File: config.mk
export PLATFORM = sky130hd
export DESIGN_NAME = hc00_tester
export DESIGN_NICKNAME = d
export VERILOG_FILES = /design/src/rtl/hc00_pkg.sv /design/src/rtl/hc00_sync2.sv /design/src/rtl/hc00_tester.sv
export SDC_FILE = /design/constraint.sdc
export NUM_CORES = 1
export LEC_CHECK = 0
export ABC_AREA = 1
export CORE_MARGIN = 8
export CORE_UTILIZATION = 50
export DETAILED_ROUTE_END_ITERATION = 8
export PLACE_DENSITY = 0.75
export RECOVER_POWER = 100
export SLEW_MARGIN = 25
export SYNTH_ARGS = -nofsm -noshare
export SYNTH_HDL_FRONTEND = slang
export SYNTH_HIERARCHICAL = 1
export SYNTH_SLANG_ARGS = --single-unit
File: constraint.sdc
create_clock -name clk -period 1.69 [get_ports clk]
set_input_delay 0.2535 -clock clk [delete_from_list [all_inputs] [get_ports clk]]
set_output_delay 0.2535 -clock clk [all_outputs]
set_load 0.03 [all_outputs]
File: src/rtl/hc00_pkg.sv
// rtl/hc00_pkg.sv - shared types and truth-table vectors for the quad NAND tester
package hc00_pkg;

    typedef enum logic [1:0] {
        IDLE,
        SETTLE,
        CHECK,
        DONE
    } state_t;

    localparam int NUM_VECTORS = 4;

    // Bit i of each table is the value for vector index i.
    localparam logic [NUM_VECTORS-1:0] VEC_A = 4'b1100;
    localparam logic [NUM_VECTORS-1:0] VEC_B = 4'b1010;
    localparam logic [NUM_VECTORS-1:0] VEC_Y = 4'b0111;

endpackage

File: src/rtl/hc00_sync2.sv
// rtl/hc00_sync2.sv - multi-bit 2-flop synchronizer with synchronous reset
module hc00_sync2 #(
    parameter int WIDTH = 4
) (
    input  logic             clk,
    input  logic             rst,
    input  logic [WIDTH-1:0] d,
    output logic [WIDTH-1:0] q
);

    logic [WIDTH-1:0] meta;

    always_ff @(posedge clk) begin
        if (rst) begin
            meta <= '0;
            q    <= '0;
        end else begin
            meta <= d;
            q    <= meta;
        end
    end

endmodule

File: src/rtl/hc00_tester.sv
// rtl/hc00_tester.sv - drives the NAND truth table onto a quad gate and reports per-gate results
module hc00_tester
    import hc00_pkg::*;
#(
    parameter int NUM_GATES     = 4,
    parameter int SETTLE_CYCLES = 4
) (
    input  logic                 clk,
    input  logic                 rst,
    input  logic                 start,
    output logic [NUM_GATES-1:0] dut_a,
    output logic [NUM_GATES-1:0] dut_b,
    input  logic [NUM_GATES-1:0] dut_y,
    output logic                 busy,
    output logic                 done,
    output logic                 pass,
    output logic [NUM_GATES-1:0] fail_mask,
    output logic [1:0]           fail_vec
);

    localparam logic [7:0] CNT_LOAD = 8'(SETTLE_CYCLES - 1);

    state_t               state;
    logic [7:0]           cnt;
    logic [1:0]           idx;
    logic [1:0]           next_idx;
    logic [NUM_GATES-1:0] y_sync;
    logic [NUM_GATES-1:0] expected;
    logic [NUM_GATES-1:0] mism;
    logic [NUM_GATES-1:0] mask_next;

    hc00_sync2 #(.WIDTH(NUM_GATES)) u_sync (
        .clk (clk),
        .rst (rst),
        .d   (dut_y),
        .q   (y_sync)
    );

    assign next_idx  = idx + 2'd1;
    assign expected  = {NUM_GATES{VEC_Y[idx]}};
    assign mism      = y_sync ^ expected;
    assign mask_next = fail_mask | mism;

    always_ff @(posedge clk) begin
        if (rst) begin
            state     <= IDLE;
            cnt       <= '0;
            idx       <= '0;
            dut_a     <= '0;
            dut_b     <= '0;
            busy      <= 1'b0;
            done      <= 1'b0;
            pass      <= 1'b0;
            fail_mask <= '0;
            fail_vec  <= '0;
        end else begin
            case (state)
                IDLE, DONE: begin
                    if (start) begin
                        idx       <= '0;
                        dut_a     <= {NUM_GATES{VEC_A[0]}};
                        dut_b     <= {NUM_GATES{VEC_B[0]}};
                        fail_mask <= '0;
                        fail_vec  <= '0;
                        cnt       <= CNT_LOAD;
                        busy      <= 1'b1;
                        done      <= 1'b0;
                        pass      <= 1'b0;
                        state     <= SETTLE;
                    end
                end
                SETTLE: begin
                    if (cnt == 8'd0) begin
                        state <= CHECK;
                    end else begin
                        cnt <= cnt - 8'd1;
                    end
                end
                CHECK: begin
                    fail_mask <= mask_next;
                    // Only the first failing vector is recorded.
                    if (mism != '0 && fail_mask == '0) begin
                        fail_vec <= idx;
                    end
                    if (idx != 2'd3) begin
                        idx   <= next_idx;
                        dut_a <= {NUM_GATES{VEC_A[next_idx]}};
                        dut_b <= {NUM_GATES{VEC_B[next_idx]}};
                        cnt   <= CNT_LOAD;
                        state <= SETTLE;
                    end else begin
                        dut_a <= '0;
                        dut_b <= '0;
                        busy  <= 1'b0;
                        done  <= 1'b1;
                        pass  <= (mask_next == '0);
                        state <= DONE;
                    end
                end
                default: state <= IDLE;
            endcase
        end
    end

endmodule

# --- After elaboration in Yosys (flattened, before gate mapping) ---
# Cells that the tools add are included.
word_totals:
  ff_bits: 37
  in_bits: 7
  out_inout_bits: 17
  wordCells: 75
classes:
  n_addsub: 2
  bitwise_logic: 2
  order_cmp: 2
  n_reduce_logical: 14
  n_eq_ne: 10
  muxes: 33
op_table:
  columns: ["op", "count"]
  rows:
  - ["two-way mux 8 bit", 3]
  - ["one-hot mux 4 bit (2 select lines)", 3]
  - ["one-hot mux 8 bit (3 select lines)", 1]
  - ["!= test 2 bit, second input constant", 7]
  - ["two-way mux 2 bit", 6]
  - ["two-way mux 4 bit", 3]
  - ["AND reduction 3 bit", 4]
  - ["logical NOT 4 bit", 2]
  - ["logical NOT 8 bit", 1]
  - ["two-way mux 1 bit", 8]
  - ["one-hot mux 2 bit (2 select lines)", 2]
  - ["subtractor 8 x 1 -> 8 bit, second input constant", 1]
  - ["binary-select mux 1 bit (select 2 bit)", 3]
  - ["less-than comparator 2 x 3 -> 1 bit, second input constant", 2]
  - ["one-hot mux 1 bit (2 select lines)", 3]
  - ["one-hot mux 2 bit (3 select lines)", 1]
  - ["== test 2 bit, second input constant", 2]
  - ["OR 4 bit", 1]
  - ["AND reduction 2 bit", 2]
  - ["nonzero test 4 bit", 1]
  - ["bitwise XOR 4 bit", 1]
  - ["adder 2 x 1 -> 2 bit, second input constant", 1]
  - ["== test 2 x 1 -> 1 bit, second input constant", 1]
  - ["logical NOT 2 bit", 1]
  - ["3 further kinds", 3]

# --- Logic depth before layout (Yosys ltp) ---
depth:
  word_depth: 7
  depth_mapped: 12
  ltp_nobuf: 11

# --- Cells and area by module ---
# The synthesis kept the hierarchy.
by_module_without_submodules:
  columns: ["mod", "seq_area_each_um2", "n_inst", "area_each_um2", "cells_per_inst"]
  rows:
  - ["hc00_tester", 460.4, 1, 1317.5, 197]
  - ["hc00_sync2", 160.2, 1, 231.5, 25]

# --- Least setup slack after synthesis ---
# OpenSTA, ideal clock, no wires.
synth_path:
  kind: "reg-to-reg"
  start: "reg state[0]"
  end: "reg pass"
  stages_incl_launch_ff: 11
  arrival_ns: 1.409
  n_path_buf: 0
  setup_slack_ns: 0.212
  setup_time_ns: 0.070
  cell_sequence: "dfxtp_1 > inv_1 > ha_1 > inv_1 > nor2_4 > inv_1 > nand2_1 > nand2_2 > o21ai_0 > nand2_1 > a21oi_1"
synth_via:
  elab_chain_cells: 4
synth_lines:
  columns: ["item", "line", "source"]
  rows:
  - ["start: declaration", "hc00_tester.sv:23", "state_t state;"]
  - ["start signal: assignment", "hc00_tester.sv:46", "state <= IDLE;"]
  - ["start signal: assignment", "hc00_tester.sv:69", "state <= SETTLE;"]
  - ["start signal: assignment", "hc00_tester.sv:74", "state <= CHECK;"]
  - ["== test 2 bit / logical NOT 2 bit (equally long branches)", "hc00_tester.sv:57", "case (state)"]
  - ["OR reduction 2 bit", "hc00_tester.sv:57", null]
  - ["!= test 2 bit (no line) / nonzero test 2 bit (equally long branches)", null, null]
  - ["AND reduction 3 bit (no line)", null, null]
  - ["end signal: assignment", "hc00_tester.sv:96", "pass <= (mask_next == '0);"]
  - ["end: declaration", "hc00_tester.sv:16", "output logic pass,"]
# Several ways; a longest one is shown, not always the timed one.
# A chain may end at the register's enable or synchronous reset.

# --- Worst setup path in the final report ---
layout_path:
  start: "reg done"
  end: "out done"
layout_rtl:
  columns: ["item", "line", "source"]
  rows:
  - ["start: declaration", "hc00_tester.sv:15", "output logic done,"]
  - ["start signal: assignment", "hc00_tester.sv:52", "done <= 1'b0;"]
  - ["start signal: assignment", "hc00_tester.sv:67", "done <= 1'b0;"]
  - ["start signal: assignment", "hc00_tester.sv:95", "done <= 1'b1;"]
# No word-level cell between the ends.

==> metrics.txt <==
CTS tree built; Synth Instances 222; vias in the first global route 1244; Worst-Margin Slew 0.373 ns; sequential fraction of the synthesis area 0.401; Hold Crit Class flop to flop; Worst Setup EP done; layout cells sized above 1 0.109; worst skew pair latency 0.34 ns; slew margin rel. 0.752; crit-path max cell delay 0.68 ns; switching component of the power 0.00112 W; CP startpoint done; Post-DRT Antenna Nets 0; drt first-iter violations 82; post-synthesis adder-cell area fraction 0.0485; r2r startpoint state[0]; Crit. path cell count 1; Worst Skew 0.00562 ns; kind of critical path flop to output pin; Synth Area in XOR/XNOR 0; Synth Register Bits 31; Die Width 71.7 um; Distinct cells, synth 23; Sinks on Clock Net 31; internal power 0.00163 W; Max FO, Critical Path 2; # nets final 259; main combinational cell family by area after synthesis simple AND/OR/NAND/NOR gates; FF-to-FF End pass; register clock-pin slew on the reported worst setup and hold paths 0.09 ns; Final GP Congestion 0.853; postcts setup bufs 0; hold_sp u_sync/meta[1]; antenna cells 0; R2R cell count 10; residual DRC count 0; CTS root buf clkbuf_4; initial antenna violation count 0; CP bufs+invs 1; row count 20; starting density of the core 0.516; Post-Synthesis Net Count 235; GRT Overall Usage 0.131; Comb power frac 0.429; Overflow after GRT 0; synth-to-layout area growth 19.1%; total power draw 0.00275 W; Worst EP required 1.44 ns; fin worst setup slack 0.0675 ns; core box area 3000 um2; final hold violation count 0; status finished, final reports clean; final design area excluding fillers 1840 um2; hold path cells 2; Switching Share 0.407; DR vias/cell 4.90; Die Y 71.7 um; DR pass1 iterations 4; Simple-Gate Fraction of Synth Area 0.317; max cap viols 0; Fillers 295; # hold bufs at CTS 0; H-tree levels 2; vias 1371; first-pass GRT wire length 5380 um; startpoint types flop; pin count of the biggest net entering global routing 22; leading cell type in the layout, fill and taps excluded nand2_1; post-DP HPWL 2240 um; I/O Pins 24; Leak 0.875 nW; Avg Inst Size Synth 6.98 um2; CTS Buf Count 5; Cells after DPL 272; worst reg-to-reg setup slack 0.14 ns; Port Buf Inserts 23; CP max-delay cell clkdlybuf4s50_1; Fmax 616 MHz; DP Area 1770 um2; maximum root-to-sink buffer count 2; Pwr Density 1490 nW/um2; Ys Warns 6; minimum period implied by the final worst setup slack 1.62 ns; Clk pwr share 0.222; Tcrit/Tclk final 0.960; most frequent cells in the layout nand2_1 (54), inv_1 (36), dfxtp_1 (30); WL final 3060 um; arrival time at the worst endpoint 1.37 ns; Post-Syn Area 1550 um2; Setup crit end kind output pin; full die area 5140 um2; WL/cell 10.9 um; Reg power frac 0.349; mux contribution to synthesized area 0; CP Cell Sequence clkdlybuf4s50_1; compound-gate portion of the synthesized area 0.0953; VDD IR max 0.999 mV; Setup Viol. Count Final 0; non-filler cells, final 280; TNS Setup 0 ns; max-slew violations 0; post-placement setup slack 0.0585 ns; delay-heaviest family, CP buffers and inverters
layer usage:
layer | vias to the layer above | GRT usage | part of all wire
met5 | - | 0 | 0
met4 | 0 | 0.0612 | 0.018
met3 | 6 | 0.0572 | 0.073
met2 | 38 | 0.189 | 0.41
met1 | 597 | 0.161 | 0.49
li1 | 730 | - | -
through the flow:
stage | hold WS [ns] | util
final | 0.405 | 0.614
after global routing | 0.407 | 0.614
after CTS | 0.404 | 0.615
after detailed placement | 0.393 | 0.590
after global placement | 0.390 | 0.590
after floorplan | 0.323 | -
worst min path at each step:
stage / end / slack [ns]
6_report: u_sync/q[1] / 0.40
5_1_grt: u_sync/meta[3] / 0.41
4_1_cts: u_sync/meta[3] / 0.40
3_5_place_dp: u_sync/q[3] / 0.39
3_3_place_gp: u_sync/q[1] / 0.39
2_1_floorplan: done / 0.32
power groups by stage:
stage | Sequential [W] | Clock (W) | Combinational (W)
after floorplan | 0.00102 | 0 | 0.000845
after global placement | 0.000971 | 0 | 0.00115
after detailed placement | 0.000971 | 0 | 0.00117
after CTS | 0.000954 | 0.000627 | 0.00117
after global routing | 0.000982 | 0.000659 | 0.00135
final | 0.000961 | 0.000610 | 0.00118
sequential cells by signal, indices dropped and copies added, names as in the netlist:
name / count
busy: 1
cnt: 8
done: 1
dut_a: 1
dut_b: 1
fail_mask: 4
fail_vec: 2
idx: 2
pass: 1
state: 2
u_sync/meta: 4
u_sync/q: 4
cell usage after synthesis:
cell | instances | share of area
a21oi_1 | 19 | 0.061
a22oi_1 | 2 | 0.0097
buf_4 | 6 | 0.029
buf_6 | 2 | 0.015
clkbuf_1 | 1 | 0.0024
dfxtp_1 | 31 | 0.40
ha_1 | 6 | 0.048
inv_1 | 36 | 0.087
inv_2 | 2 | 0.0048
nand2_1 | 54 | 0.13
nand2_2 | 4 | 0.016
nand2_4 | 1 | 0.0073
nand3_1 | 12 | 0.039
nand3_2 | 2 | 0.013
nand3b_1 | 1 | 0.0048
nand4_1 | 2 | 0.0081
nor2_1 | 26 | 0.063
nor2_2 | 1 | 0.0040
nor2_4 | 2 | 0.015
nor3_1 | 4 | 0.013
o211ai_1 | 1 | 0.0048
o21ai_0 | 6 | 0.019
or2_0 | 1 | 0.0040
cells by family (layout without fill, tap and decap cells):
kind of cell,Yosys count,after routing
simple gates,110,110
compound gates,28,28
fa+ha+maj,6,6
buf+inv,47,72
flops,31,31
cell type report:
class | instances | area [um2] | share of cell area
inverters | 38 | 143 | 0.0773
clock buffers | 6 | 51.3 | 0.0278
flip-flops and latches | 31 | 622 | 0.337
multi-input cells | 144 | 741 | 0.402
repair buffers | 26 | 211 | 0.115
well taps | 33 | 41.3 | 0.0224
clock inverters | 2 | 35.0 | 0.0190
timing repair:
item | CTS | global route
gates resized for setup | 8 | 12
setup endpoints to repair | 10 | 14
pin swaps | 0 | 0
Power figures use the tool's default switching activity.
